[config.mk]
export PLATFORM = sky130hd
export DESIGN_NAME = psk_qam_mapper_flat
export DESIGN_NICKNAME = d
export VERILOG_FILES = /design/src/rtl/psk_qam_mapper_if.sv /design/src/rtl/psk_qam_mapper.sv /design/src/flat_wrapper.sv
export SDC_FILE = /design/constraint.sdc
export NUM_CORES = 1
export LEC_CHECK = 0
export BUFFER_PORTS_ARGS = -buffer_cell sky130_fd_sc_hd__buf_2
export CAP_MARGIN = 15
export CELL_PAD_IN_SITES_DETAIL_PLACEMENT = 1
export CELL_PAD_IN_SITES_GLOBAL_PLACEMENT = 1
export CORE_UTILIZATION = 27
export CTS_CLUSTER_SIZE = 30
export DETAILED_ROUTE_END_ITERATION = 6
export PLACE_DENSITY = 0.8
export SETUP_SLACK_MARGIN = 0.05
export SLEW_MARGIN = 5
export SYNTH_ARGS = -nofsm -noshare
export SYNTH_HDL_FRONTEND = slang
export SYNTH_SLANG_ARGS = --single-unit
export TNS_END_PERCENT = 1
[constraint.sdc]
create_clock -name clk -period 1.33 [get_ports clk]
set_input_delay 0.0665 -clock clk [delete_from_list [all_inputs] [get_ports clk]]
set_output_delay 0.0665 -clock clk [all_outputs]
set_load 0.05 [all_outputs]
[src/rtl/psk_qam_mapper_if.sv]
// Sample-side and bit-side handshake bundle for psk_qam_mapper.
// The slave modport is the mapper itself; the master modport is whatever feeds it and drains it.
interface psk_qam_mapper_if #(
  parameter int OUT_W = 12
);
  logic [1:0]              mode;
  logic                    in_bit;
  logic                    in_valid;
  logic                    in_ready;
  logic                    out_ready;
  logic                    out_valid;
  logic signed [OUT_W-1:0] out_i;
  logic signed [OUT_W-1:0] out_q;
  logic                    sym_start;

  modport slave (
    input  mode,
    input  in_bit,
    input  in_valid,
    output in_ready,
    input  out_ready,
    output out_valid,
    output out_i,
    output out_q,
    output sym_start
  );

  modport master (
    output mode,
    output in_bit,
    output in_valid,
    input  in_ready,
    output out_ready,
    input  out_valid,
    input  out_i,
    input  out_q,
    input  sym_start
  );
endinterface

[src/rtl/psk_qam_mapper.sv]
// Bit-serial BPSK/QPSK constellation mapper with registered signed I/Q output.
// Define QAM16_EN to add Gray-coded 16-QAM on mode 2; otherwise mode 2 maps as QPSK.
module psk_qam_mapper #(
  parameter int OUT_W    = 12,
  parameter int AMPL_PSK = 1447,
  parameter int AMPL_Q16 = 482
) (
  input logic             clk,
  input logic             rst_n,
  psk_qam_mapper_if.slave bus
);

  typedef enum logic [1:0] {
    MODE_BPSK  = 2'd0,
    MODE_QPSK  = 2'd1,
    MODE_QAM16 = 2'd2,
    MODE_RSVD  = 2'd3
  } mode_e;

`ifdef QAM16_EN
  localparam int CNT_W = 2;
  localparam int SR_W  = 3;
`else
  localparam int CNT_W = 1;
  localparam int SR_W  = 1;
`endif

  localparam logic signed [OUT_W-1:0] P_PSK = OUT_W'(AMPL_PSK);
  localparam logic signed [OUT_W-1:0] N_PSK = -P_PSK;

  // Amplitudes must fit the positive range of the signed output.
  if (AMPL_PSK >= 2 ** (OUT_W - 1)) begin : g_bad_psk
    $error("psk_qam_mapper: AMPL_PSK does not fit OUT_W");
  end
  if (3 * AMPL_Q16 >= 2 ** (OUT_W - 1)) begin : g_bad_q16
    $error("psk_qam_mapper: 3*AMPL_Q16 does not fit OUT_W");
  end

  logic [CNT_W-1:0]        r_bit_cnt;
  logic [SR_W-1:0]         r_sr;
  mode_e                   r_mode;
  logic                    r_out_valid;
  logic signed [OUT_W-1:0] r_out_i;
  logic signed [OUT_W-1:0] r_out_q;

  mode_e                   w_act_mode;
  logic [CNT_W-1:0]        w_last_cnt;
  logic                    w_last;
  logic                    w_in_ready;
  logic                    w_accept;
  logic                    w_complete;
  logic signed [OUT_W-1:0] w_map_i;
  logic signed [OUT_W-1:0] w_map_q;

`ifdef QAM16_EN
  localparam logic signed [OUT_W-1:0] P_Q16_IN  = OUT_W'(AMPL_Q16);
  localparam logic signed [OUT_W-1:0] P_Q16_OUT = OUT_W'(3 * AMPL_Q16);

  function automatic logic signed [OUT_W-1:0] q16_level(input logic [1:0] g);
    case (g)
      2'b00:   q16_level = P_Q16_OUT;
      2'b01:   q16_level = P_Q16_IN;
      2'b11:   q16_level = -P_Q16_IN;
      default: q16_level = -P_Q16_OUT;
    endcase
  endfunction
`endif

  // On the first bit of a symbol the live mode input is the one that counts.
  always_comb begin
    w_act_mode = (r_bit_cnt == '0) ? mode_e'(bus.mode) : r_mode;
    case (w_act_mode)
      MODE_BPSK:  w_last_cnt = CNT_W'(0);
`ifdef QAM16_EN
      MODE_QAM16: w_last_cnt = CNT_W'(3);
`endif
      default:    w_last_cnt = CNT_W'(1);
    endcase
  end

  assign w_last     = (r_bit_cnt == w_last_cnt);
  assign w_in_ready = ~w_last | ~r_out_valid | bus.out_ready;
  assign w_accept   = bus.in_valid & w_in_ready;
  assign w_complete = w_accept & w_last;

  // sr is oldest-bit-first toward the MSB, so the live bit is always the final one.
  always_comb begin
    w_map_i = '0;
    w_map_q = '0;
    case (w_act_mode)
      MODE_BPSK: begin
        w_map_i = bus.in_bit ? N_PSK : P_PSK;
        w_map_q = '0;
      end
`ifdef QAM16_EN
      MODE_QAM16: begin
        w_map_i = q16_level(r_sr[2:1]);
        w_map_q = q16_level({r_sr[0], bus.in_bit});
      end
`endif
      default: begin
        w_map_i = r_sr[0]    ? N_PSK : P_PSK;
        w_map_q = bus.in_bit ? N_PSK : P_PSK;
      end
    endcase
  end

  // A completing symbol reloads the output even while the old one drains, so there is no bubble.
  always_ff @(posedge clk) begin
    if (!rst_n) begin
      r_bit_cnt   <= '0;
      r_sr        <= '0;
      r_mode      <= MODE_QPSK;
      r_out_valid <= 1'b0;
      r_out_i     <= '0;
      r_out_q     <= '0;
    end else begin
      if (r_out_valid && bus.out_ready) begin
        r_out_valid <= 1'b0;
      end
      if (w_accept) begin
        if (r_bit_cnt == '0) begin
          r_mode <= mode_e'(bus.mode);
        end
        if (w_complete) begin
          r_bit_cnt   <= '0;
          r_out_i     <= w_map_i;
          r_out_q     <= w_map_q;
          r_out_valid <= 1'b1;
        end else begin
          r_bit_cnt <= r_bit_cnt + CNT_W'(1);
`ifdef QAM16_EN
          r_sr      <= {r_sr[1:0], bus.in_bit};
`else
          r_sr      <= bus.in_bit;
`endif
        end
      end
    end
  end

  assign bus.in_ready  = w_in_ready;
  assign bus.out_valid = r_out_valid;
  assign bus.out_i     = r_out_i;
  assign bus.out_q     = r_out_q;
  assign bus.sym_start = (r_bit_cnt == '0);

endmodule
[src/flat_wrapper.sv]
// flat-port wrapper written by rule: the top's interface ports become plain ports
module psk_qam_mapper_flat 
#(
  parameter int OUT_W    = 12,
  parameter int AMPL_PSK = 1447,
  parameter int AMPL_Q16 = 482
)
  (clk, rst_n, bus_mode, bus_in_bit, bus_in_valid, bus_in_ready, bus_out_ready, bus_out_valid, bus_out_i, bus_out_q, bus_sym_start);
  psk_qam_mapper_if #(.OUT_W(OUT_W)) bus_i ();
  input logic clk;
  input logic rst_n;
  input wire logic [$bits(bus_i.mode)-1:0] bus_mode;
  input wire logic [$bits(bus_i.in_bit)-1:0] bus_in_bit;
  input wire logic [$bits(bus_i.in_valid)-1:0] bus_in_valid;
  output wire logic [$bits(bus_i.in_ready)-1:0] bus_in_ready;
  input wire logic [$bits(bus_i.out_ready)-1:0] bus_out_ready;
  output wire logic [$bits(bus_i.out_valid)-1:0] bus_out_valid;
  output wire logic [$bits(bus_i.out_i)-1:0] bus_out_i;
  output wire logic [$bits(bus_i.out_q)-1:0] bus_out_q;
  output wire logic [$bits(bus_i.sym_start)-1:0] bus_sym_start;
  assign bus_i.mode = bus_mode;
  assign bus_i.in_bit = bus_in_bit;
  assign bus_i.in_valid = bus_in_valid;
  assign bus_in_ready = bus_i.in_ready;
  assign bus_i.out_ready = bus_out_ready;
  assign bus_out_valid = bus_i.out_valid;
  assign bus_out_i = bus_i.out_i;
  assign bus_out_q = bus_i.out_q;
  assign bus_sym_start = bus_i.sym_start;
  psk_qam_mapper #(.OUT_W(OUT_W), .AMPL_PSK(AMPL_PSK), .AMPL_Q16(AMPL_Q16)) u_core (.clk(clk), .rst_n(rst_n), .bus(bus_i));
endmodule
==> impl_metrics.json <==
{
  "status": "finished, violations left",
  "path_clk_slew_ns": 0.08,
  "clk_latency_ns": 0.28,
  "ir_drop_mv": 0.450,
  "io_buffers": 33,
  "start_util": 0.291,
  "antenna_found_initial": 0,
  "drc": 0,
  "final_cell_count_no_fill": 129,
  "setup_viol": 8,
  "grt_util_all_layers": 0.127,
  "drt_pass1_iterations": 3,
  "tightest_slew_ns": 0.400,
  "netlist_area_sq_um": 649,
  "crit_slowest_cell": "or3_4",
  "ys_seq_elements": 11,
  "avgSynthCellArea_sq_um": 8.66,
  "core_sq_um": 2230,
  "clk_path_buf_depth": 2,
  "worst-setup-path-type": "register to primary output",
  "ctsHoldBuffers": 0,
  "period_minus_slack_ns": 1.48,
  "synth.top_cell.area_share": 0.339,
  "viasPerCell": 4.47,
  "ios": 34,
  "finalClockSkew_ns": 0.00251,
  "max_freq_ghz": 0.677,
  "die_h_um": 51.0,
  "grt_pass1_wl_mm": 2.44,
  "final_antenna_net_count": 0,
  "final-hold-violation-count": 0,
  "synth-main-ff-cell": "dfxtp_1",
  "total_leakage_power_nw": 0.434,
  "critPathMaxStageDelay_ns": 0.42,
  "routedWlPerCell_um": 12.3,
  "start_kind": "register",
  "maxSlewViolCount": 0,
  "ys_top_cells_by_area": "dfxtp_1 (34%), buf_4 (21%), nand2_1 (6.4%)",
  "max_cap_viol_count": 0,
  "cp-end-kind": "primary output",
  "whs_ns": 0.0614,
  "worstPathCellList": "or3_4 > buf_6 > nand2_4 > nand2_4 > buf_8",
  "violations": "negative setup slack",
  "critPathArrivalTime_ns": 1.41,
  "synth-async-reset-ratio": 0,
  "syn_inst": 75,
  "holdCritPathClass": "primary input to register",
  "placementRows": 17,
  "finalCritPeriodShare": 1.11,
  "areaGrowthSynthToFinish_pct": 29.3,
  "clock-sinks": 11,
  "synth_cell_types": 25,
  "cts_root_buf": "clkbuf_4",
  "post-place-cells": 123,
  "drive_gt1_frac": 0.554,
  "crit_top_cell": "nand2_4",
  "post-dp-hpwl_mm": 1.14,
  "antenna_cells": 0,
  "gp_congestion": 0.769,
  "first_global_vias": 534,
  "die_area_sq_um": 2610,
  "synth_top_area_cell": "dfxtp_1",
  "cts_tree": "built",
  "syn-num-nets": 82,
  "cts_buffers": 3,
  "required_ns": 1.26,
  "die_x_um": 51.0,
  "synth_edf_count": 0,
  "p_per_area_nw_per_um2": 1170,
  "path_max_fanout": 3,
  "rsz0062_at_grt": "yes",
  "totalWireLength_mm": 1.59,
  "setup_slack_ns": -0.146,
  "slew_headroom": 0.732,
  "yosysWarnings": 0,
  "drt_iter0_drc": 8,
  "via_count": 577,
  "overflow": 0,
  "grt_max_degree": 15,
  "yosysSeqAreaShare": 0.339,
  "htree_num_levels": 1,
  "final_nets": 109
}
## registers in the layout (all words and copies together), names as in the netlist
name,cells
u_core.bus.out_i,3
u_core.bus.out_q,3
u_core.r_mode,2
u_core.bus.out_valid,1
u_core.r_bit_cnt,1
u_core.r_sr,1
## worst paths after layout
kind	start	end	slack [ns]	cells after the start
max	u_core.r_bit_cnt$_SDFFE_PN0N_	bus_in_ready	-0.15	5
min	bus_mode[1]	u_core.r_mode[1]$_SDFFE_PN0N_	0.06	3
max reg2reg	u_core.r_bit_cnt$_SDFFE_PN0N_	u_core.bus.out_i[8]$_SDFFE_PN0P_	-0.14	4
min reg2reg	u_core.bus.out_q[0]$_SDFFE_PN0P_	u_core.bus.out_q[0]$_SDFFE_PN0P_	0.46	2
## power breakdown
part	switching (mW)	internal, mW	total [mW]
Clock	0.128	0.112	0.240
Sequential	0.0201	0.354	0.374
Combinational	0.267	0.104	0.370
Total	0.415	0.569	0.984
## repair_timing
action | CTS | global route
setup endpoints to repair | 8 | 7
pin swaps | 0 | 5
gates cloned | 0 | 0
resized for setup | 4 | 7
setup buffers | 0 | 2
## per-layer routing
| metal | routed length, um | GRT usage | vias up | share of wire |
|---|---|---|---|---|
| met1 | 683 | 0.148 | 265 | 0.43 |
| met4 | 12 | 0.0833 | 0 | 0.0075 |
| met2 | 822 | 0.200 | 20 | 0.52 |
| met5 | 0 | 0 | - | 0 |
| li1 | - | - | 290 | - |
| met3 | 72 | 0.0387 | 2 | 0.045 |
## logic make-up (layout without fill, tap and decap cells)
family	count (synthesis)	count (layout)	synth area share
mux	4	4	0.0617
simple gates	24	24	0.197
flops	11	11	0.339
buf+inv	23	49	0.249
compound gates	13	13	0.154
## cell usage in the layout, fill, tap and decap left out
| cell | instances |
|---|---|
| o21ai_2 | 1 |
| nand2b_1 | 3 |
| nand4_1 | 1 |
| nand4b_1 | 1 |
| dfxtp_1 | 9 |
| buf_8 | 1 |
| or3b_2 | 1 |
| buf_2 | 32 |
| buf_4 | 8 |
| clkinv_2 | 1 |
| o22a_1 | 1 |
| nand3_2 | 1 |
| a211oi_4 | 1 |
| o21ai_0 | 3 |
| nand3_1 | 2 |
| dfxtp_2 | 2 |
| o221a_2 | 1 |
| nand2_4 | 2 |
| o32ai_1 | 1 |
| nor2b_1 | 1 |
| nor4b_1 | 1 |
| inv_1 | 3 |
| buf_6 | 1 |
| a31oi_1 | 1 |
| and2b_1 | 1 |
| o21a_1 | 2 |
| a21oi_1 | 2 |
| nand2_1 | 9 |
| clkbuf_4 | 3 |
| or3_4 | 1 |
| mux2i_1 | 4 |
## worst max-delay path: cells and delay by family, from the launching register on
family	cells	cell delay, ns
flip-flops	1	0.34
buffers and inverters	2	0.28
AND/OR/NAND/NOR	3	0.52
## final cells by class
type                       instances  area, sq um
clock inverter                     1         5.00
sequential                        11          223
multi-input combinational         41          297
tap                               28         35.0
clock buffer                       3         22.5
inverter                           3         11.3
timing repair buffer              42          246
fill                             287         1390
## Yosys cell counts (2+ instances only)
library cell / count
nand3_1: 3
a21oi_1: 2
mux2i_1: 4
buf_4: 18
dfxtp_1: 11
nand2_1: 11
o21ai_0: 3
o21a_1: 2
nand2b_1: 3
inv_1: 3
## metrics by stage
step	worst slack, ns	total power [mW]	cell area [sq um]	utilization	setup TNS [ns]
after floorplan	-0.0506	0.683	652	-	-0.157
after global placement	-0.0410	0.724	754	0.338	-0.122
after CTS	-0.138	0.979	797	0.357	-0.418
after global routing	-0.203	1.03	840	0.376	-1.20
final	-0.146	0.984	840	0.376	-0.854
after detailed placement	-0.106	0.731	754	0.338	-0.477
Note: power is estimated with default switching activity, not from simulation.
